===== src/rtl/memory_port_arbiter_pkg.sv =====
// Shared types and constants for the fetch/memory-stage RAM port arbiter.
// Holds FSM state encodings, access-size codes and the latched request record.
package memory_port_arbiter_pkg;

   typedef enum logic [2:0] {
      StIdle       = 3'd0,
      StAccess     = 3'd1,
      StWait       = 3'd2,
      StMergeWrite = 3'd3,
      StResp       = 3'd4
   } state_e;

   localparam logic True    = 1'b1;
   localparam logic False   = 1'b0;
   localparam logic MemWord = 1'b0;
   localparam logic MemByte = 1'b1;

   // Only the store byte is kept; full-word store data is consumed at grant.
   typedef struct packed {
      logic        is_fetch;
      logic        we;
      logic        size;
      logic [31:0] addr;
      logic [7:0]  wbyte;
   } req_t;

   function automatic logic [31:0] word_align(input logic [31:0] addr);
      return {addr[31:2], 2'b00};
   endfunction

endpackage


===== src/rtl/memory_port_arbiter_byte_lane_unit.sv =====
// Combinational byte-lane helper: zero-extended lane extract and lane merge.
// Lane 0 is bits [7:0] (little-endian).
module byte_lane_unit (
   input  logic [31:0] word_i,
   input  logic [7:0]  byte_i,
   input  logic [1:0]  lane_i,
   output logic [31:0] extract_o,
   output logic [31:0] merge_o
);

   always_comb begin
      extract_o = 32'h0;
      merge_o   = word_i;
      unique case (lane_i)
         2'd0: begin
            extract_o[7:0] = word_i[7:0];
            merge_o[7:0]   = byte_i;
         end
         2'd1: begin
            extract_o[7:0] = word_i[15:8];
            merge_o[15:8]  = byte_i;
         end
         2'd2: begin
            extract_o[7:0] = word_i[23:16];
            merge_o[23:16] = byte_i;
         end
         2'd3: begin
            extract_o[7:0] = word_i[31:24];
            merge_o[31:24] = byte_i;
         end
         default: begin
            extract_o = 32'h0;
            merge_o   = word_i;
         end
      endcase
   end

endmodule


===== src/rtl/memory_port_arbiter.sv =====
// Arbitrates the single RAM port between fetch and the memory stage and sequences
// each access (including read-modify-write byte stores) over a fixed-latency RAM.
module memory_port_arbiter
   import memory_port_arbiter_pkg::*;
#(
   parameter int unsigned RAM_LATENCY      = 1,
   parameter int unsigned FETCH_STARVE_MAX = 4
) (
   input  logic        clk,
   input  logic        reset,
   input  logic        fe_in_req_l,
   input  logic [31:0] fe_in_address_l,
   output logic [31:0] fe_out_data_l,
   output logic        fe_out_ack_l,
   input  logic        mem_in_req_l,
   input  logic        mem_in_we_l,
   input  logic        mem_in_byte_l,
   input  logic [31:0] mem_in_address_l,
   input  logic [31:0] mem_in_wdata_l,
   output logic [31:0] mem_out_rdata_l,
   output logic        mem_out_ack_l,
   output logic        ram_out_en_l,
   output logic        ram_out_we_l,
   output logic [31:0] ram_out_address_l,
   output logic [31:0] ram_out_wdata_l,
   input  logic [31:0] ram_in_rdata_w
);

   localparam int unsigned CntW = (RAM_LATENCY > 1) ? $clog2(RAM_LATENCY) : 1;
   localparam int unsigned StvW = $clog2(FETCH_STARVE_MAX + 1);
   localparam logic [StvW-1:0] StarveMax = StvW'(FETCH_STARVE_MAX);

   state_e            state_q, state_d;
   req_t              req_q, req_d;
   logic [CntW-1:0]   wait_cnt_q, wait_cnt_d;
   logic [StvW-1:0]   starve_q, starve_d;

   logic [31:0]       fe_data_q, fe_data_d;
   logic              fe_ack_q, fe_ack_d;
   logic [31:0]       mem_rdata_q, mem_rdata_d;
   logic              mem_ack_q, mem_ack_d;
   logic              ram_en_q, ram_en_d;
   logic              ram_we_q, ram_we_d;
   logic [31:0]       ram_addr_q, ram_addr_d;
   logic [31:0]       ram_wdata_q, ram_wdata_d;

   logic              grant_fe, grant_mem;
   req_t              grant_req;
   logic [31:0]       lane_extract, lane_merge;
   logic              is_word_store;

   byte_lane_unit u_byte_lane (
      .word_i    (ram_in_rdata_w),
      .byte_i    (req_q.wbyte),
      .lane_i    (req_q.addr[1:0]),
      .extract_o (lane_extract),
      .merge_o   (lane_merge)
   );

   // Memory stage has priority unless fetch has waited out its starvation budget.
   always_comb begin
      grant_fe           = fe_in_req_l && (!mem_in_req_l || (starve_q == StarveMax));
      grant_mem          = mem_in_req_l && !grant_fe;
      grant_req.is_fetch = grant_fe;
      grant_req.we       = grant_fe ? False : mem_in_we_l;
      grant_req.size     = grant_fe ? MemWord : mem_in_byte_l;
      grant_req.addr     = grant_fe ? fe_in_address_l : mem_in_address_l;
      grant_req.wbyte    = mem_in_wdata_l[7:0];
   end

   assign is_word_store = req_q.we && (req_q.size == MemWord);

   always_comb begin
      state_d     = state_q;
      req_d       = req_q;
      wait_cnt_d  = wait_cnt_q;
      starve_d    = starve_q;
      fe_data_d   = 32'h0;
      fe_ack_d    = False;
      mem_rdata_d = 32'h0;
      mem_ack_d   = False;
      ram_en_d    = False;
      ram_we_d    = False;
      ram_addr_d  = 32'h0;
      ram_wdata_d = 32'h0;

      unique case (state_q)
         StIdle: begin
            if (grant_fe || grant_mem) begin
               req_d      = grant_req;
               state_d    = StAccess;
               ram_en_d   = True;
               ram_addr_d = word_align(grant_req.addr);
               if (grant_req.we && (grant_req.size == MemWord)) begin
                  ram_we_d    = True;
                  ram_wdata_d = mem_in_wdata_l;
               end
               if (grant_mem && fe_in_req_l) begin
                  if (starve_q != StarveMax) starve_d = starve_q + StvW'(1);
               end else begin
                  starve_d = '0;
               end
            end
         end

         StAccess: begin
            wait_cnt_d = CntW'(RAM_LATENCY - 1);
            if (is_word_store) begin
               state_d   = StResp;
               mem_ack_d = True;
            end else begin
               state_d = StWait;
            end
         end

         StWait: begin
            if (wait_cnt_q == '0) begin
               if (req_q.we) begin
                  state_d     = StMergeWrite;
                  ram_en_d    = True;
                  ram_we_d    = True;
                  ram_addr_d  = word_align(req_q.addr);
                  ram_wdata_d = lane_merge;
               end else begin
                  state_d = StResp;
                  if (req_q.is_fetch) begin
                     fe_ack_d  = True;
                     fe_data_d = ram_in_rdata_w;
                  end else begin
                     mem_ack_d   = True;
                     mem_rdata_d = (req_q.size == MemByte) ? lane_extract : ram_in_rdata_w;
                  end
               end
            end else begin
               wait_cnt_d = wait_cnt_q - CntW'(1);
            end
         end

         StMergeWrite: begin
            state_d   = StResp;
            mem_ack_d = True;
         end

         StResp: begin
            state_d = StIdle;
         end

         default: begin
            state_d = StIdle;
         end
      endcase
   end

   always_ff @(posedge clk or posedge reset) begin
      if (reset) begin
         state_q     <= StIdle;
         req_q       <= '0;
         wait_cnt_q  <= '0;
         starve_q    <= '0;
         fe_data_q   <= 32'h0;
         fe_ack_q    <= 1'b0;
         mem_rdata_q <= 32'h0;
         mem_ack_q   <= 1'b0;
         ram_en_q    <= 1'b0;
         ram_we_q    <= 1'b0;
         ram_addr_q  <= 32'h0;
         ram_wdata_q <= 32'h0;
      end else begin
         state_q     <= state_d;
         req_q       <= req_d;
         wait_cnt_q  <= wait_cnt_d;
         starve_q    <= starve_d;
         fe_data_q   <= fe_data_d;
         fe_ack_q    <= fe_ack_d;
         mem_rdata_q <= mem_rdata_d;
         mem_ack_q   <= mem_ack_d;
         ram_en_q    <= ram_en_d;
         ram_we_q    <= ram_we_d;
         ram_addr_q  <= ram_addr_d;
         ram_wdata_q <= ram_wdata_d;
      end
   end

   assign fe_out_data_l     = fe_data_q;
   assign fe_out_ack_l      = fe_ack_q;
   assign mem_out_rdata_l   = mem_rdata_q;
   assign mem_out_ack_l     = mem_ack_q;
   assign ram_out_en_l      = ram_en_q;
   assign ram_out_we_l      = ram_we_q;
   assign ram_out_address_l = ram_addr_q;
   assign ram_out_wdata_l   = ram_wdata_q;

endmodule

===== config.mk =====
export PLATFORM = sky130hd
export DESIGN_NAME = memory_port_arbiter
export DESIGN_NICKNAME = d
export VERILOG_FILES = /design/src/rtl/memory_port_arbiter_pkg.sv /design/src/rtl/memory_port_arbiter_byte_lane_unit.sv /design/src/rtl/memory_port_arbiter.sv
export SDC_FILE = /design/constraint.sdc
export NUM_CORES = 1
export LEC_CHECK = 0
export ABC_AREA = 1
export BUFFER_PORTS_ARGS = -buffer_cell sky130_fd_sc_hd__buf_4
export CAP_MARGIN = 20
export CORE_UTILIZATION = 45
export DETAILED_ROUTE_END_ITERATION = 8
export GPL_TIMING_DRIVEN = 0
export PLACE_DENSITY = 0.76
export SETUP_SLACK_MARGIN = 0.1
export SLEW_MARGIN = 20
export SYNTH_ARGS = -nofsm -noshare
export SYNTH_HDL_FRONTEND = slang
export SYNTH_HIERARCHICAL = 1
export SYNTH_SLANG_ARGS = --single-unit

===== constraint.sdc =====
create_clock -name clk -period 6.5 [get_ports clk]
set_clock_uncertainty 0.1 [all_clocks]
set_input_delay 0 -clock clk [delete_from_list [all_inputs] [get_ports clk]]
set_output_delay 0 -clock clk [all_outputs]
set_load 0.05 [all_outputs]

# Word level (Yosys, flattened, before mapping)
# Cells that the tools add are included.
# op_classes
addsub,2
n_eq_ne,11
muxes,51
bitwise,2
n_reduce_logical,15
# ops
op,n
$mux W32,17
$pmux W32 S2,2
$mux W8,4
$pmux W8 S4,1
$mux W3,6
$mux W1,16
$pmux W3 S4,1
$eq A3 B2 Y1 const B,2
$pmux W1 S2,3
$logic_and A1 B1 Y1,5
$eq A2 B2 Y1 const B,2
$ne A2 B2 Y1 const B,2
$reduce_and A2 Y1,2
$add A3 B1 Y3 const B,1
$eq A3 B1 Y1 const B,1
$eq A3 B3 Y1 const B,1
$logic_not A3 Y1,1
$ne A3 B3 Y1 const B,1
$pmux W1 S3,1
$reduce_and A3 Y1,1
$eq A2 B1 Y1 const B,1
$logic_not A1 Y1,2
$logic_not A2 Y1,1
$logic_or A1 B1 Y1,2
4 further kinds,5
# totals
register_bits,182
out_inout_bits,132

# Depth between registers and ports, before layout
# logic_depth
word_depth,9
mapped_depth,10
mapped_depth_nobuf,9

# By module
# Netlist, hierarchy kept.
# by_module_without_submodules
mod,instances,cells_each,area_per_inst_um2,seq_area_each_um2
memory_port_arbiter,1,782,7153.1,4479.3
byte_lane_unit,1,152,953.4,0.0

# Worst setup path before layout
# Ideal clock, no wire load.
# synth_timing
path_kind,register -> register
from,register starve_q[0]
to,"register ram_addr_q[10], in the netlist ram_out_address_l[10]"
arrival_time_ps,1323
t_required_ps,6273
path_slack_ps,4950
path_stages_with_launch,11
n_path_buf,2
cell_sequence,dfrtp_1 inv_1 ha_1 nand2_1 nand2_1 nand2_1 buf_4 buf_2 nand2_1 o211ai_1 nand2_1
# synth_between
elab_chain_len,8
# synth_lines
item,line_no,rtl
start: declaration,memory_port_arbiter.sv:36,"logic [StvW-1:0] starve_q, starve_d;"
start signal: assignment,memory_port_arbiter.sv:172,starve_q <= starve_d;
$eq A3 B3 Y1 (*),memory_port_arbiter.sv:62,grant_fe = fe_in_req_l && (!mem_in_req_l || (starve_q == StarveMax));
$logic_or A1 B1 Y1 (*),memory_port_arbiter.sv:62,
$logic_and A1 B1 Y1 (*),memory_port_arbiter.sv:62,
$logic_not A1 Y1,memory_port_arbiter.sv:63,grant_mem = mem_in_req_l && !grant_fe;
$logic_and A1 B1 Y1,memory_port_arbiter.sv:63,
$logic_or A1 B1 Y1,memory_port_arbiter.sv:89,if (grant_fe || grant_mem) begin
$mux W32 (*),memory_port_arbiter.sv:89,
$pmux W32 S2 (*),memory_port_arbiter.sv:87,unique case (state_q)
net ram_addr_d[10],memory_port_arbiter.sv:44,"logic [31:0] ram_addr_q, ram_addr_d;"
end signal: assignment,memory_port_arbiter.sv:179,ram_addr_q <= ram_addr_d;
end: declaration,memory_port_arbiter.sv:44,
# Mark *: on every way through the listed nets, which the timed path passes. The rest lies on a longest branch.
# A chain may end at the register's enable or synchronous reset.

# Final worst setup path
# layout_timing
from,register starve_q[0]
to,"register ram_wdata_q[0], in the netlist ram_out_wdata_l[0]"
# layout_between
elab_chain_len,9
# layout_lines
item,line_no,rtl
$eq A3 B3 Y1 (*),memory_port_arbiter.sv:62,
$logic_or A1 B1 Y1 (*),memory_port_arbiter.sv:62,
$logic_and A1 B1 Y1 (*),memory_port_arbiter.sv:62,
$mux W1,memory_port_arbiter.sv:66,grant_req.size = grant_fe ? MemWord : mem_in_byte_l;
$not A1 Y1,memory_port_arbiter.sv:94,if (grant_req.we && (grant_req.size == MemWord)) begin
$logic_and A1 B1 Y1,memory_port_arbiter.sv:94,
$mux W32,memory_port_arbiter.sv:94,
$mux W32 (*),memory_port_arbiter.sv:89,
$pmux W32 S2 (*),memory_port_arbiter.sv:87,
net ram_wdata_d[0],memory_port_arbiter.sv:45,"logic [31:0] ram_wdata_q, ram_wdata_d;"
end signal: assignment,memory_port_arbiter.sv:180,ram_wdata_q <= ram_wdata_d;
end: declaration,memory_port_arbiter.sv:45,
# Marks and branches as above.

==> results.txt <==
- Detail-routed net length per standard cell: 16.6 um
* Setup CP Type: flop to flop
* I/O pin cnt: 266
* Fraction of layout instances using a drive strength above 1: 28.8%
* Slowest stage delay, CP: 0.71 ns
- RSZ-0062 raised after global routing: no
- The count of buffers added on input and output ports is 263.
- The max-slew violation count is 0.
* Transition time of the tightest slew-check pin: 0.621 ns
- Number of nets in the finished design: 1,529
* Number of enable-type register cells in the synthesized netlist: 0
- Number of placed instances with taps included: 1,447
- Average vias per placed instance: 4.98
* Portion of the post-synthesis area used by sequential elements: 55.3%
* Count of final hold-check violations: 0
- The critical path goes through inv_1, ha_1, nand2_1, nand2_1, a21oi_2, dlygate4sd3_1, nand4_1, nand2_1, dlygate4sd3_1.
- After the first detailed-routing iteration, the DRC count stood at 609.
* Fraction of post-synthesis cell area in the top cell type by area: 55.3%
- Starting density of the core: 46.5%
- Across the run, the number of max-cap violations was 0.
* Most frequent CP cell: nand2_1
- For this run, design rule violations remaining after detail routing come to 0.
- Power spread over the standard cell area amounts to 378 nW/um^2.
- Entering global routing, the biggest net connects 112 pins.
- The routed design has 27.1 mm of wire.
- CTS H-tree depth: 4
- CP Depth: 9
- Post-route insts no fill: 1,630
- For this block, the via count after detailed routing is 8,112.
* Start of the worst register-to-register path: starve_q[0]
- Global routing used 29.7% of the available tracks.
- First-pass GRT wire length: 41.4 mm
- The run finished with clean final reports.
- The pre-antenna-repair detailed-routing pass consisted of 5 iterations.
- Master of the slowest instance on the critical path: dlygate4sd3_1
- Antenna violations before repair: 0
- Post-CTS clock slew at the launch and capture registers of the worst setup and hold paths: 0.07 ns
* Timing endpoint of the critical path: ram_out_wdata_l[0]
- For this run, the leading register cell type out of synthesis is dfrtp_1.
- In this run the deepest clock path goes through 2 buffers.
- Clock tree from TritonCTS: done
- Ranking of synthesized cells by area: dfrtp_1 55%, nand2_1 14%, nor2_1 5.0%
- Synth Area per Inst: 8.68 um^2
* Maximum ir drop on the vdd rail: 272 uV
- Fmax: 371 MHz
- CTS Root Cell: clkbuf_16
- Hold Path Class: primary input to async pin
* Number of diodes: 0
* Overflow after GRT: 0
- Pleak: 7.02 nW
- In this run the worst setup path begins at starve_q[0].
- Post-detail-place hpwl: 18.2 mm
- Clock latency on the worst-skew pair, taken at its later pin, is 0.42 ns.
- Routability-driven placement congestion ratio: 0.897
* Async set-reset flop share out of synthesis: 100%
* Die area: 18,600 um^2
- Cell family with the largest share of critical-path delay: buffers and inverters
- Data required time of the critical path: 6.75 ns
* Cell type with the largest total area after synthesis: dfrtp_1
- In the finished design, the share of the clock period the worst path needs comes to 41.4%.
- R2r setup slk: 3.81 ns
* Post-CTS Resized: 0
- Kind of start point of the critical path: flop
* Ranking of synthesized cells by instance count: 294 x nand2_1, 179 x dfrtp_1, 107 x nor2_1
- Instance count of the mapped netlist: 934
* Number of global-route vias before repair: 8,122
- Synthesized cell area: 8110 um^2
* CP Capture Type: flop
* Synthesis-stage register bit count: 179
- For this run, the number of Yosys warnings is 6.
- Most used standard cell by instance count after synthesis: nand2_1
- Area growth syn-to-layout: 55.3%
- Adding up every negative setup slack in the final design gives 0 ns.
- Counting I/O delays and the setup requirement, the final critical path takes 2.69 ns.
* Chip height: 136 um
- Max transition margin: 58.6%
* Total clock sinks: 179
- R2R Path End: ram_out_wdata_l[0]
- The count of nets left with antenna violations once routing finished came out at 0.
- Width of the die: 136 um
- In this run the core area contains 48 standard-cell rows.
- CTS buffer count: 17
- The total area inside the core boundary comes to 17,400 um^2.
* Data arrival time of the critical path: 2.95 ns
- Final setup violation count: 0
* R2r worst-path depth: 9
- Critical Path Fanout Max: 4
- Synthesis instantiated 26 different standard cells from the library.
- Together, buffers and inverters on the worst path number 3.
==> registers in the layout, indices dropped and copies added, names as in the netlist <==
name,cells
starve_q,3
mem_out_ack_l,1
ram_out_en_l,1
state_q,3
ram_out_address_l,30
mem_out_rdata_l,32
ram_out_we_l,1
fe_out_ack_l,1
ram_out_wdata_l,32
req_q,43
fe_out_data_l,32
==> timing repair <==
item	4_1_cts	5_1_grt
setup buffers	0	0
hold buffers	152	0
endpoints found under the hold margin	240	0
==> metal layers <==
metal / wire (um) / GRT usage [%] / up-vias
li1: - / - / 3801
met1: 10400 / 34.3 / 3848
met2: 13800 / 53.2 / 407
met3: 2140 / 6.30 / 56
met4: 759 / 11.8 / 0
met5: 0 / 0 / -
==> final cells by class <==
cell class                 count  area (um^2)
clock buffer                  23          478
buffer                        80          520
multi-input combinational    611         2870
tap                          225          282
sequential                   179         4480
timing repair buffer         416         3520
fill                        1287         4830
inverter                      88          338
clock inverter                 8          103
==> placed cells by master (no fill, tap or decap), types with 6 or more instances in the layout <==
| cell | synthesis | final |
|---|---|---|
| dfrtp_1 | 179 | 179 |
| buf_2 | 20 | 20 |
| o211ai_2 | 10 | 10 |
| nor2_1 | 107 | 107 |
| buf_4 | 32 | 295 |
| o21ai_0 | 8 | 8 |
| o21ai_2 | 21 | 21 |
| nand3_1 | 25 | 25 |
| clkbuf_16 | 0 | 17 |
| clkbuf_1 | 12 | 15 |
| a21oi_1 | 37 | 37 |
| conb_1 | 2 | 26 |
| buf_1 | 6 | 6 |
| inv_1 | 85 | 84 |
| buf_6 | 10 | 10 |
| dlygate4sd3_1 | 0 | 152 |
| o211ai_1 | 22 | 22 |
| nand2_1 | 294 | 294 |
| nand4_1 | 40 | 40 |
==> worst register-to-register path, stage by stage, from the launching register on <==
cell and delay [ns]:
dfrtp_1 0.38, inv_1 0.06, ha_1 0.18, nand2_1 0.06
nand2_1 0.09, a21oi_2 0.30, dlygate4sd3_1 0.71, nand4_1 0.11
nand2_1 0.08, dlygate4sd3_1 0.55
==> worst min-delay path by stage <==
stage,from,end,slack [ns]
after floorplan,mem_in_byte_l,ram_out_we_l,0.007
after global placement,mem_in_wdata_l[0],req_q[0],0.11
after detailed placement,reset,ram_out_address_l[26],-0.03
after CTS,mem_in_we_l,ram_out_wdata_l[2],0.05
after global routing,mem_in_we_l,ram_out_wdata_l[6],0.08
final,reset,ram_out_address_l[27],0.07
==> report_power, final <==
| part | total (mW) | switching (mW) | internal, mW |
|---|---|---|---|
| Sequential | 1.53 | 0.133 | 1.39 |
| Combinational | 2.21 | 1.46 | 0.750 |
| Clock | 1.02 | 0.426 | 0.596 |
| Total | 4.75 | 2.01 | 2.74 |
==> kinds of logic after synthesis <==
kind of cell / share of synthesized area (%)
flops: 55.3
simple gates: 24.4
fa+ha+maj: 0.309
xor+xnor: 0.108
other cells: 0.0926
compound gates: 9.35
buf+inv: 10.5
==> metrics by stage <==
stage               area, um^2  power (mW)  utilization, %  hold WS [ns]  setup slack, ns
floorplan                 8200        2.93               -       0.00729             1.54
global placement         10500        3.51            60.0         0.114           -0.274
detailed placement       10500        3.55            60.2       -0.0260             4.64
CTS                      12600        4.73            72.3        0.0483             3.86
global route             12600        4.99            72.3        0.0780             3.71
finish                   12600        4.75            72.3        0.0687             3.81
Power figures use the tool's default switching activity.
